--- config.mk ---
export PLATFORM = sky130hd
export DESIGN_NAME = demux3_64bit_reg_flat
export DESIGN_NICKNAME = d
export VERILOG_FILES = /design/src/rtl/demux3_64bit_reg_if.sv /design/src/rtl/demux3_64bit_reg.sv /design/src/flat_wrapper.sv
export SDC_FILE = /design/constraint.sdc
export NUM_CORES = 1
export LEC_CHECK = 0
export ABC_CLOCK_PERIOD_IN_PS = 2200
export BUFFER_PORTS_ARGS = -buffer_cell sky130_fd_sc_hd__buf_2
export CELL_PAD_IN_SITES_DETAIL_PLACEMENT = 1
export CELL_PAD_IN_SITES_GLOBAL_PLACEMENT = 2
export CORE_ASPECT_RATIO = 1.2
export CORE_MARGIN = 3
export CORE_UTILIZATION = 33
export CTS_CLUSTER_SIZE = 8
export DETAILED_ROUTE_END_ITERATION = 10
export HOLD_SLACK_MARGIN = 0.15
export PLACE_DENSITY_LB_ADDON = 0.1
export SLEW_MARGIN = 20
export SYNTH_ARGS = -nofsm -noshare
export SYNTH_HDL_FRONTEND = slang
export SYNTH_SLANG_ARGS = --single-unit
--- constraint.sdc ---
create_clock -name clk -period 2.2 [get_ports clk]
set_input_delay 0.33 -clock clk [delete_from_list [all_inputs] [get_ports clk]]
set_output_delay 0.33 -clock clk [all_outputs]
set_load 0.02 [all_outputs]
--- src/rtl/demux3_64bit_reg_if.sv ---
// Bus bundle for the registered 1-to-3 result router: one input port and three buffered channels.
// The err_cnt signal exists only when DEMUX3_ERR_CNT_EN is defined.
interface demux3_64bit_reg_if #(
  parameter int WIDTH = 64
);
  logic [WIDTH-1:0] in_data;
  logic [1:0]       in_sel;
  logic             in_valid;
  logic             in_ready;

  logic [WIDTH-1:0] y0;
  logic [WIDTH-1:0] y1;
  logic [WIDTH-1:0] y2;
  logic             y0_valid;
  logic             y1_valid;
  logic             y2_valid;
  logic             y0_ready;
  logic             y1_ready;
  logic             y2_ready;

  logic             sel_err;
`ifdef DEMUX3_ERR_CNT_EN
  logic [15:0]      err_cnt;
`endif

  // The master drives the input word and the consumer readies; the router is the slave.
  modport master (
    output in_data, in_sel, in_valid, y0_ready, y1_ready, y2_ready,
    input  in_ready, y0, y1, y2, y0_valid, y1_valid, y2_valid, sel_err
`ifdef DEMUX3_ERR_CNT_EN
    , input err_cnt
`endif
  );

  modport slave (
    input  in_data, in_sel, in_valid, y0_ready, y1_ready, y2_ready,
    output in_ready, y0, y1, y2, y0_valid, y1_valid, y2_valid, sel_err
`ifdef DEMUX3_ERR_CNT_EN
    , output err_cnt
`endif
  );
endinterface

--- src/rtl/demux3_64bit_reg.sv ---
// Registered 1-to-3 result router with a one-entry buffer per channel.
// Optional saturating invalid-select counter enabled by DEMUX3_ERR_CNT_EN.
module demux3_64bit_reg #(
  parameter int WIDTH = 64
) (
  input logic               clk,
  input logic               reset,
  demux3_64bit_reg_if.slave bus
);

  logic [WIDTH-1:0] y_q [3];
  logic [WIDTH-1:0] y_d [3];
  logic [2:0]       y_valid_q;
  logic [2:0]       y_valid_d;
  logic             sel_err_q;
  logic             sel_err_d;
  logic [2:0]       y_ready;
  logic             in_ready_c;
  logic             accept;
`ifdef DEMUX3_ERR_CNT_EN
  logic [15:0]      err_cnt_q;
  logic [15:0]      err_cnt_d;
`endif

  assign y_ready = {bus.y2_ready, bus.y1_ready, bus.y0_ready};

  // A channel can take a word when empty or when its current word drains this cycle.
  always_comb begin
    in_ready_c = 1'b1;
    case (bus.in_sel)
      2'b00:   in_ready_c = !y_valid_q[0] | y_ready[0];
      2'b01:   in_ready_c = !y_valid_q[1] | y_ready[1];
      2'b10:   in_ready_c = !y_valid_q[2] | y_ready[2];
      default: in_ready_c = 1'b1;
    endcase
  end

  assign accept = bus.in_valid & in_ready_c;

  always_comb begin
    for (int k = 0; k < 3; k++) begin
      y_d[k]       = y_q[k];
      y_valid_d[k] = y_valid_q[k] & ~y_ready[k];
      if (accept && bus.in_sel == 2'(k)) begin
        y_d[k]       = bus.in_data;
        y_valid_d[k] = 1'b1;
      end
    end
    sel_err_d = accept && bus.in_sel == 2'b11;
`ifdef DEMUX3_ERR_CNT_EN
    err_cnt_d = err_cnt_q;
    if (sel_err_d && err_cnt_q != 16'hFFFF) begin
      err_cnt_d = err_cnt_q + 16'd1;
    end
`endif
  end

  always_ff @(posedge clk) begin
    if (reset) begin
      for (int k = 0; k < 3; k++) begin
        y_q[k] <= '0;
      end
      y_valid_q <= '0;
      sel_err_q <= 1'b0;
`ifdef DEMUX3_ERR_CNT_EN
      err_cnt_q <= '0;
`endif
    end else begin
      for (int k = 0; k < 3; k++) begin
        y_q[k] <= y_d[k];
      end
      y_valid_q <= y_valid_d;
      sel_err_q <= sel_err_d;
`ifdef DEMUX3_ERR_CNT_EN
      err_cnt_q <= err_cnt_d;
`endif
    end
  end

  assign bus.in_ready = in_ready_c;
  assign bus.y0       = y_q[0];
  assign bus.y1       = y_q[1];
  assign bus.y2       = y_q[2];
  assign bus.y0_valid = y_valid_q[0];
  assign bus.y1_valid = y_valid_q[1];
  assign bus.y2_valid = y_valid_q[2];
  assign bus.sel_err  = sel_err_q;
`ifdef DEMUX3_ERR_CNT_EN
  assign bus.err_cnt  = err_cnt_q;
`endif

endmodule

--- src/flat_wrapper.sv ---
// flat-port wrapper written by rule: the top's interface ports become plain ports
module demux3_64bit_reg_flat 
#(
  parameter int WIDTH = 64
)
  (clk, reset, bus_in_data, bus_in_sel, bus_in_valid, bus_y0_ready, bus_y1_ready, bus_y2_ready, bus_in_ready, bus_y0, bus_y1, bus_y2, bus_y0_valid, bus_y1_valid, bus_y2_valid, bus_sel_err);
  demux3_64bit_reg_if #(.WIDTH(WIDTH)) bus_i ();
  input logic clk;
  input logic reset;
  input wire logic [$bits(bus_i.in_data)-1:0] bus_in_data;
  input wire logic [$bits(bus_i.in_sel)-1:0] bus_in_sel;
  input wire logic [$bits(bus_i.in_valid)-1:0] bus_in_valid;
  input wire logic [$bits(bus_i.y0_ready)-1:0] bus_y0_ready;
  input wire logic [$bits(bus_i.y1_ready)-1:0] bus_y1_ready;
  input wire logic [$bits(bus_i.y2_ready)-1:0] bus_y2_ready;
  output wire logic [$bits(bus_i.in_ready)-1:0] bus_in_ready;
  output wire logic [$bits(bus_i.y0)-1:0] bus_y0;
  output wire logic [$bits(bus_i.y1)-1:0] bus_y1;
  output wire logic [$bits(bus_i.y2)-1:0] bus_y2;
  output wire logic [$bits(bus_i.y0_valid)-1:0] bus_y0_valid;
  output wire logic [$bits(bus_i.y1_valid)-1:0] bus_y1_valid;
  output wire logic [$bits(bus_i.y2_valid)-1:0] bus_y2_valid;
  output wire logic [$bits(bus_i.sel_err)-1:0] bus_sel_err;
  assign bus_i.in_data = bus_in_data;
  assign bus_i.in_sel = bus_in_sel;
  assign bus_i.in_valid = bus_in_valid;
  assign bus_i.y0_ready = bus_y0_ready;
  assign bus_i.y1_ready = bus_y1_ready;
  assign bus_i.y2_ready = bus_y2_ready;
  assign bus_in_ready = bus_i.in_ready;
  assign bus_y0 = bus_i.y0;
  assign bus_y1 = bus_i.y1;
  assign bus_y2 = bus_i.y2;
  assign bus_y0_valid = bus_i.y0_valid;
  assign bus_y1_valid = bus_i.y1_valid;
  assign bus_y2_valid = bus_i.y2_valid;
  assign bus_sel_err = bus_i.sel_err;
  demux3_64bit_reg #(.WIDTH(WIDTH)) u_core (.clk(clk), .reset(reset), .bus(bus_i));
endmodule
==> results of run 1 <==
per-layer routing:
| metal | track usage, % | up-vias | share of wire [%] |
|---|---|---|---|
| li1 | - | 2833 | - |
| met1 | 19.8 | 2782 | 41 |
| met2 | 31.0 | 164 | 50 |
| met3 | 6.04 | 24 | 7.4 |
| met4 | 4.31 | 4 | 1.4 |
| met5 | 0 | - | 0.18 |
layout by cell type (no fill, tap or decap), types with 4 or more instances in the layout:
master / instances
buf_12: 5
buf_2: 267
buf_4: 7
clkbuf_16: 17
clkinvlp_4: 4
dfxtp_1: 196
mux2i_1: 192
nand2b_1: 258
critical path: stages (launching register included):
cell,delay (ns)
dfxtp_1,0.32
nor2b_1,0.14
or3_2,0.47
buf_4,0.37
mux2i_1,0.21
final timing paths:
path	slack [ns]	start	end	cells after the start
worst max register to register	0.52	u_core.y_valid_q[1]	u_core.y_q[0][86]	4
worst max-delay path	0.52	u_core.y_valid_q[1]	u_core.y_q[0][86]	4
worst min-delay path	0.21	bus_in_data[45]	u_core.y_q[0][173]	3
worst min register to register	0.47	u_core.y_q[0][130]	u_core.y_q[0][130]	2
stage by stage:
step | cells | area [um2]
final | 1288 | 10000
after global routing | 1288 | 10000
after CTS | 1288 | 10000
after detailed placement | 1256 | 9460
after global placement | 1256 | 9460
after floorplan | 713 | 7910
cells by family after synthesis:
kind of cell	Yosys count	synth area share [%]
compound gates	6	0.443
buf+inv	51	4.19
flops	196	49.6
mux	192	24.3
simple gates	268	21.4
registers in the layout (all words and copies together) (netlist names):
register,flops
u_core.bus.sel_err,1
u_core.y_valid_q,3
u_core.y_q,192
layout make-up:
type                            instances  share of cell area [%]
Sequential cell                       196                    39.1
Multi-Input combinational cell        466                    36.4
Timing Repair Buffer                  279                    14.8
Clock buffer                           20                    4.35
Tap cell                              315                    3.93
Clock inverter                         12                    1.45
power breakdown:
| group | total [mW] | internal, mW | switching, mW | leakage (nW) |
|---|---|---|---|---|
| combinational | 0.824 | 0.344 | 0.480 | 3.21 |
| clock | 3.14 | 1.70 | 1.44 | 0.270 |
| sequential | 3.74 | 3.67 | 0.0705 | 1.59 |
==> impl_metrics.env, run 1 <==
export IMPL_gp_congestion=0.776
export IMPL_fin_util_pct=43.0
export IMPL_synthArstFlopShare_pct=0
export IMPL_finalSetupViolCount=0
export IMPL_syn_inst=713
export IMPL_die_x_um=147
export IMPL_grt_pass1_vias=6432
export IMPL_p_total_mw=7.71
export IMPL_synth_flop_cell="dfxtp_1"
export IMPL_crit_type="reg -> reg"
export IMPL_dp_slack_ns=0.415
export IMPL_skew_ns=0.0105
export IMPL_holdCritPathClass="in -> reg"
export IMPL_maxCapViolCount=0
export IMPL_syn_to_final_growth_pct=27.0
export IMPL_root_buffer="clkbuf_16"
export IMPL_dr_pass1_iters=4
export IMPL_worst_path_max_fanout=40
export IMPL_hold_viol_final=0
export IMPL_insertedDiodeCount=0
export IMPL_numPortBuffers=268
export IMPL_cp_end_kind="flip-flop"
export IMPL_drc=0
export IMPL_fp_row_count=61
export IMPL_ir_worst_vdd_mv=0.514
export IMPL_yosys_warnings=0
export IMPL_dr_total_vias=5807
export IMPL_synth_most_common_cell="nand2b_1"
export IMPL_drtIter0Drc=166
export IMPL_finalCriticalPeriod_ns=1.68
export IMPL_grt_max_degree=119
export IMPL_drt_total_wl_mm=22.6
export IMPL_dpl_hpwl_mm=16.0
export IMPL_initial_core_util_pct=33.8
export IMPL_synth_edf_count=0
export IMPL_multi_input_area_mm2=0.00365
export IMPL_p_leak_nw=5.07
export IMPL_cts_tree="built"
export IMPL_syn_area_per_cell_um2=11.1
export IMPL_fin_hold_ws_ns=0.209
export IMPL_synth_top_cell_by_area="dfxtp_1"
export IMPL_seqCellArea_mm2=0.00392
export IMPL_rsz0062_at_grt="no"
export IMPL_clock_sinks=196
export IMPL_synthesis_nets=785
export IMPL_syn_area_mm2=0.00791
export IMPL_drive_gt1_share_pct=32.2
export IMPL_synth_common_cells="258 x nand2b_1, 196 x dfxtp_1, 192 x mux2i_1"
export IMPL_cp_required_ns=2.48
export IMPL_worst_pin_slew_ns=0.765
export IMPL_status="finished clean"
export IMPL_worst_slack_ns=0.516
export IMPL_synth_distinct_cells=21
export IMPL_vias_per_cell=4.51
export IMPL_worstPathArrival_ns=1.97
export IMPL_slew_headroom_pct=49.0
export IMPL_period_share_pct=76.5
export IMPL_gr_total_overflow=0
export IMPL_dieArea_mm2=0.0259
export IMPL_cts_inserted_buffers=17
export IMPL_die_y_um=176
export IMPL_ant_nets=0
export IMPL_cts_resized=0
export IMPL_clk_latency_ns=0.43
export IMPL_core_area_mm2=0.0234
export IMPL_ioPinCount=269
export IMPL_htree_num_levels=4
export IMPL_start_kind="flip-flop"
export IMPL_grt_usage_pct=17.3
export IMPL_cts_buffer_depth=2
export IMPL_nets=1032
export IMPL_path_clk_slew_ns=0.08
export IMPL_ctsHoldBuffers=0
export IMPL_ys_top_cells_by_area="dfxtp_1 50%, mux2i_1 24%, nand2b_1 20%, clkbuf_1 1.3%, buf_12 1.0%"
export IMPL_num_fill_cells=2628
export IMPL_drv_slew=0
export IMPL_synth_top_cell_area_share_pct=49.6
export IMPL_ys_seq_elements=196
export IMPL_grt_pass1_wl_mm=35.7
export IMPL_yosysSeqAreaShare_pct=49.6
export IMPL_wl_per_cell_um=17.6
export IMPL_post_cts_buffers=0
export IMPL_setup_tns_ns=0
export IMPL_grt_antenna_before_repair=2
export IMPL_powerDensity_mw_per_mm2=768
export IMPL_clock_fmax_mhz=594
Power figures use the tool's default switching activity.
==> inputs of run 2 (changes only) <==
--- a/config.mk
+++ b/config.mk
@@ -5,13 +5,13 @@
 export SDC_FILE = /design/constraint.sdc
 export NUM_CORES = 1
 export LEC_CHECK = 0
-export ABC_CLOCK_PERIOD_IN_PS = 2200
+export ABC_CLOCK_PERIOD_IN_PS = 1800
 export BUFFER_PORTS_ARGS = -buffer_cell sky130_fd_sc_hd__buf_2
 export CELL_PAD_IN_SITES_DETAIL_PLACEMENT = 1
 export CELL_PAD_IN_SITES_GLOBAL_PLACEMENT = 2
 export CORE_ASPECT_RATIO = 1.2
 export CORE_MARGIN = 3
-export CORE_UTILIZATION = 33
+export CORE_UTILIZATION = 31
 export CTS_CLUSTER_SIZE = 8
 export DETAILED_ROUTE_END_ITERATION = 10
 export HOLD_SLACK_MARGIN = 0.15
==> constraint.sdc (replaced) <==
create_clock -name clk -period 1.8 [get_ports clk]
set_input_delay 0.27 -clock clk [delete_from_list [all_inputs] [get_ports clk]]
set_output_delay 0.27 -clock clk [all_outputs]
set_load 0.02 [all_outputs]
==> run 2 against run 1 <==
Compared with the run above: power increased by 20%; sequential share of layout area is 1.1 points lower; combinational power rose by 29%; register-to-register slack worse by 0.27 ns; utilization fell by 1.5 points; critical path depth unchanged; non-clock buffer count grew 27; wire length decreased by 3.8%; highest routed layer unchanged; die area is 6.2% higher.
==> impl_metrics.env, run 2 (same netlist as run 1, synthesis figures left out) <==
export IMPL_status="finished clean"
export IMPL_crit_type="reg -> out"
export IMPL_worst_path_max_fanout=4
export IMPL_stdcell_count=1324
export IMPL_path_clk_slew_ns=0.08
export IMPL_worst_pin_slew_ns=0.409
export IMPL_drc=0
export IMPL_worst_slack_ns=0.203
export IMPL_fp_row_count=63
export IMPL_initial_core_util_pct=31.7
export IMPL_fin_util_pct=41.5
export IMPL_clock_fmax_mhz=626
export IMPL_swShare_pct=26.7
export IMPL_holdPathStages=3
export IMPL_rsz0062_at_grt="no"
export IMPL_setup_tns_ns=0
export IMPL_grt_pass1_wl_mm=33.6
export IMPL_dieArea_mm2=0.0275
export IMPL_holdCritPathClass="in -> reg"
export IMPL_largest_reg_flops=192
export IMPL_die_x_um=152
export IMPL_wl_per_cell_um=16.4
export IMPL_dr_total_vias=5816
export IMPL_core_area_mm2=0.0249
export IMPL_placedCellCount=1271
export IMPL_finalCriticalPeriod_ns=1.60
export IMPL_cp_end_kind="output port"
export IMPL_grt_max_degree=55
export IMPL_crit_start="u_core.y_valid_q[2]"
export IMPL_top_register="u_core.y_q"
export IMPL_syn_to_final_growth_pct=30.6
export IMPL_htree_num_levels=4
export IMPL_hold_viol_final=0
export IMPL_dpl_hpwl_mm=15.2
export IMPL_post_cts_buffers=0
export IMPL_finalSetupViolCount=0
export IMPL_grt_antenna_before_repair=3
export IMPL_ant_nets=0
export IMPL_cts_buffer_depth=2
export IMPL_ir_worst_vdd_mv=0.540
export IMPL_p_comb_share_pct=11.5
export IMPL_start_kind="flip-flop"
export IMPL_grt_pass1_vias=5976
export IMPL_gr_total_overflow=0
export IMPL_gp_congestion=0.693
export IMPL_insertedDiodeCount=0
export IMPL_dr_pass1_iters=4
export IMPL_reg2reg_from="u_core.y_valid_q[1]"
export IMPL_drtIter0Drc=149
export IMPL_root_buffer="clkbuf_16"
export IMPL_most_common_layout_cells="267 x buf_2, 258 x nand2b_1, 196 x dfxtp_1, 192 x mux2i_1, 22 x dlygate4sd3_1"
export IMPL_worstPathArrival_ns=1.33
export IMPL_cts_tree="built"
export IMPL_grt_usage_pct=15.6
export IMPL_period_share_pct=88.7
export IMPL_drv_slew=0
export IMPL_power_frac_seq_pct=49.3
export IMPL_cts_inserted_buffers=17
export IMPL_p_clk_share_pct=39.2
export IMPL_slew_headroom_pct=72.8
export IMPL_clk_latency_ns=0.43
export IMPL_min_from="bus_in_data[59]"
export IMPL_vias_per_cell=4.39
export IMPL_reg2reg_depth=4
export IMPL_power_switching_mw=2.47
export IMPL_dp_slack_ns=0.272
export IMPL_drt_total_wl_mm=21.8
export IMPL_r2r_slack_ns=0.25
export IMPL_p_leak_nw=5.20
export IMPL_p_int_mw=6.78
export IMPL_maxCapViolCount=0
export IMPL_die_y_um=181
export IMPL_clock_sinks=196
export IMPL_skew_ns=0.0115
export IMPL_numPortBuffers=268
export IMPL_drive_gt1_share_pct=31.8
export IMPL_ioPinCount=269
export IMPL_nets=1059
export IMPL_cp_required_ns=1.53
export IMPL_final_common_cell="buf_2"
export IMPL_powerDensity_mw_per_mm2=896
[run 2: layout make-up]
class / instances / area (um2)
Tap cell: 325 / 407
Clock buffer: 19 / 433
Timing Repair Buffer: 306 / 1800
Sequential cell: 196 / 3920
Multi-Input combinational cell: 466 / 3650
Clock inverter: 12 / 114
Fill cell: 2846 / 14600
[run 2: timing repair]
action	4_1_cts	5_1_grt
hold buffers	22	0
resized for setup	0	0
hold endpoints to repair	39	0
[run 2: worst max-delay path, cell delays in order, from the launching register on]
cell and delay [ns]:
dfxtp_1 0.34, nand2b_1 0.13, o21ai_0 0.16, o21ai_0 0.09, buf_2 0.16
[run 2: per-stage QoR]
step	area, um2	hold WS, ns	power, mW
floorplan	7910	0.468	5.33
global placement	9560	0.454	5.71
detailed placement	9560	0.460	5.71
CTS	10300	0.150	9.43
global route	10300	0.158	9.68
finish	10300	0.163	9.25
[run 2: power groups by stage]
stage / sequential (mW) / clock (mW) / combinational (mW)
after floorplan: 4.85 / 0 / 0.477
after global placement: 4.66 / 0 / 1.05
after detailed placement: 4.66 / 0 / 1.05
after CTS: 4.57 / 3.77 / 1.09
after global routing: 4.58 / 3.94 / 1.15
final: 4.56 / 3.62 / 1.06
[run 2: worst paths after layout]
path / end
worst max-delay path: bus_in_ready
worst min-delay path: u_core.y_q[0][187]
worst max register to register: u_core.y_q[0][97]
worst min register to register: u_core.y_q[0][167]
[run 2: metal layers]
layer | part of all wire (%) | wire length (um) | vias to the layer above | global-route usage, %
met2 | 47 | 10200 | 170 | 25.7
met3 | 8.0 | 1750 | 23 | 5.90
met1 | 43 | 9440 | 2730 | 18.8
met4 | 1.5 | 316 | 6 | 4.42
met5 | 0.22 | 47 | - | 0
li1 | - | - | 2887 | -
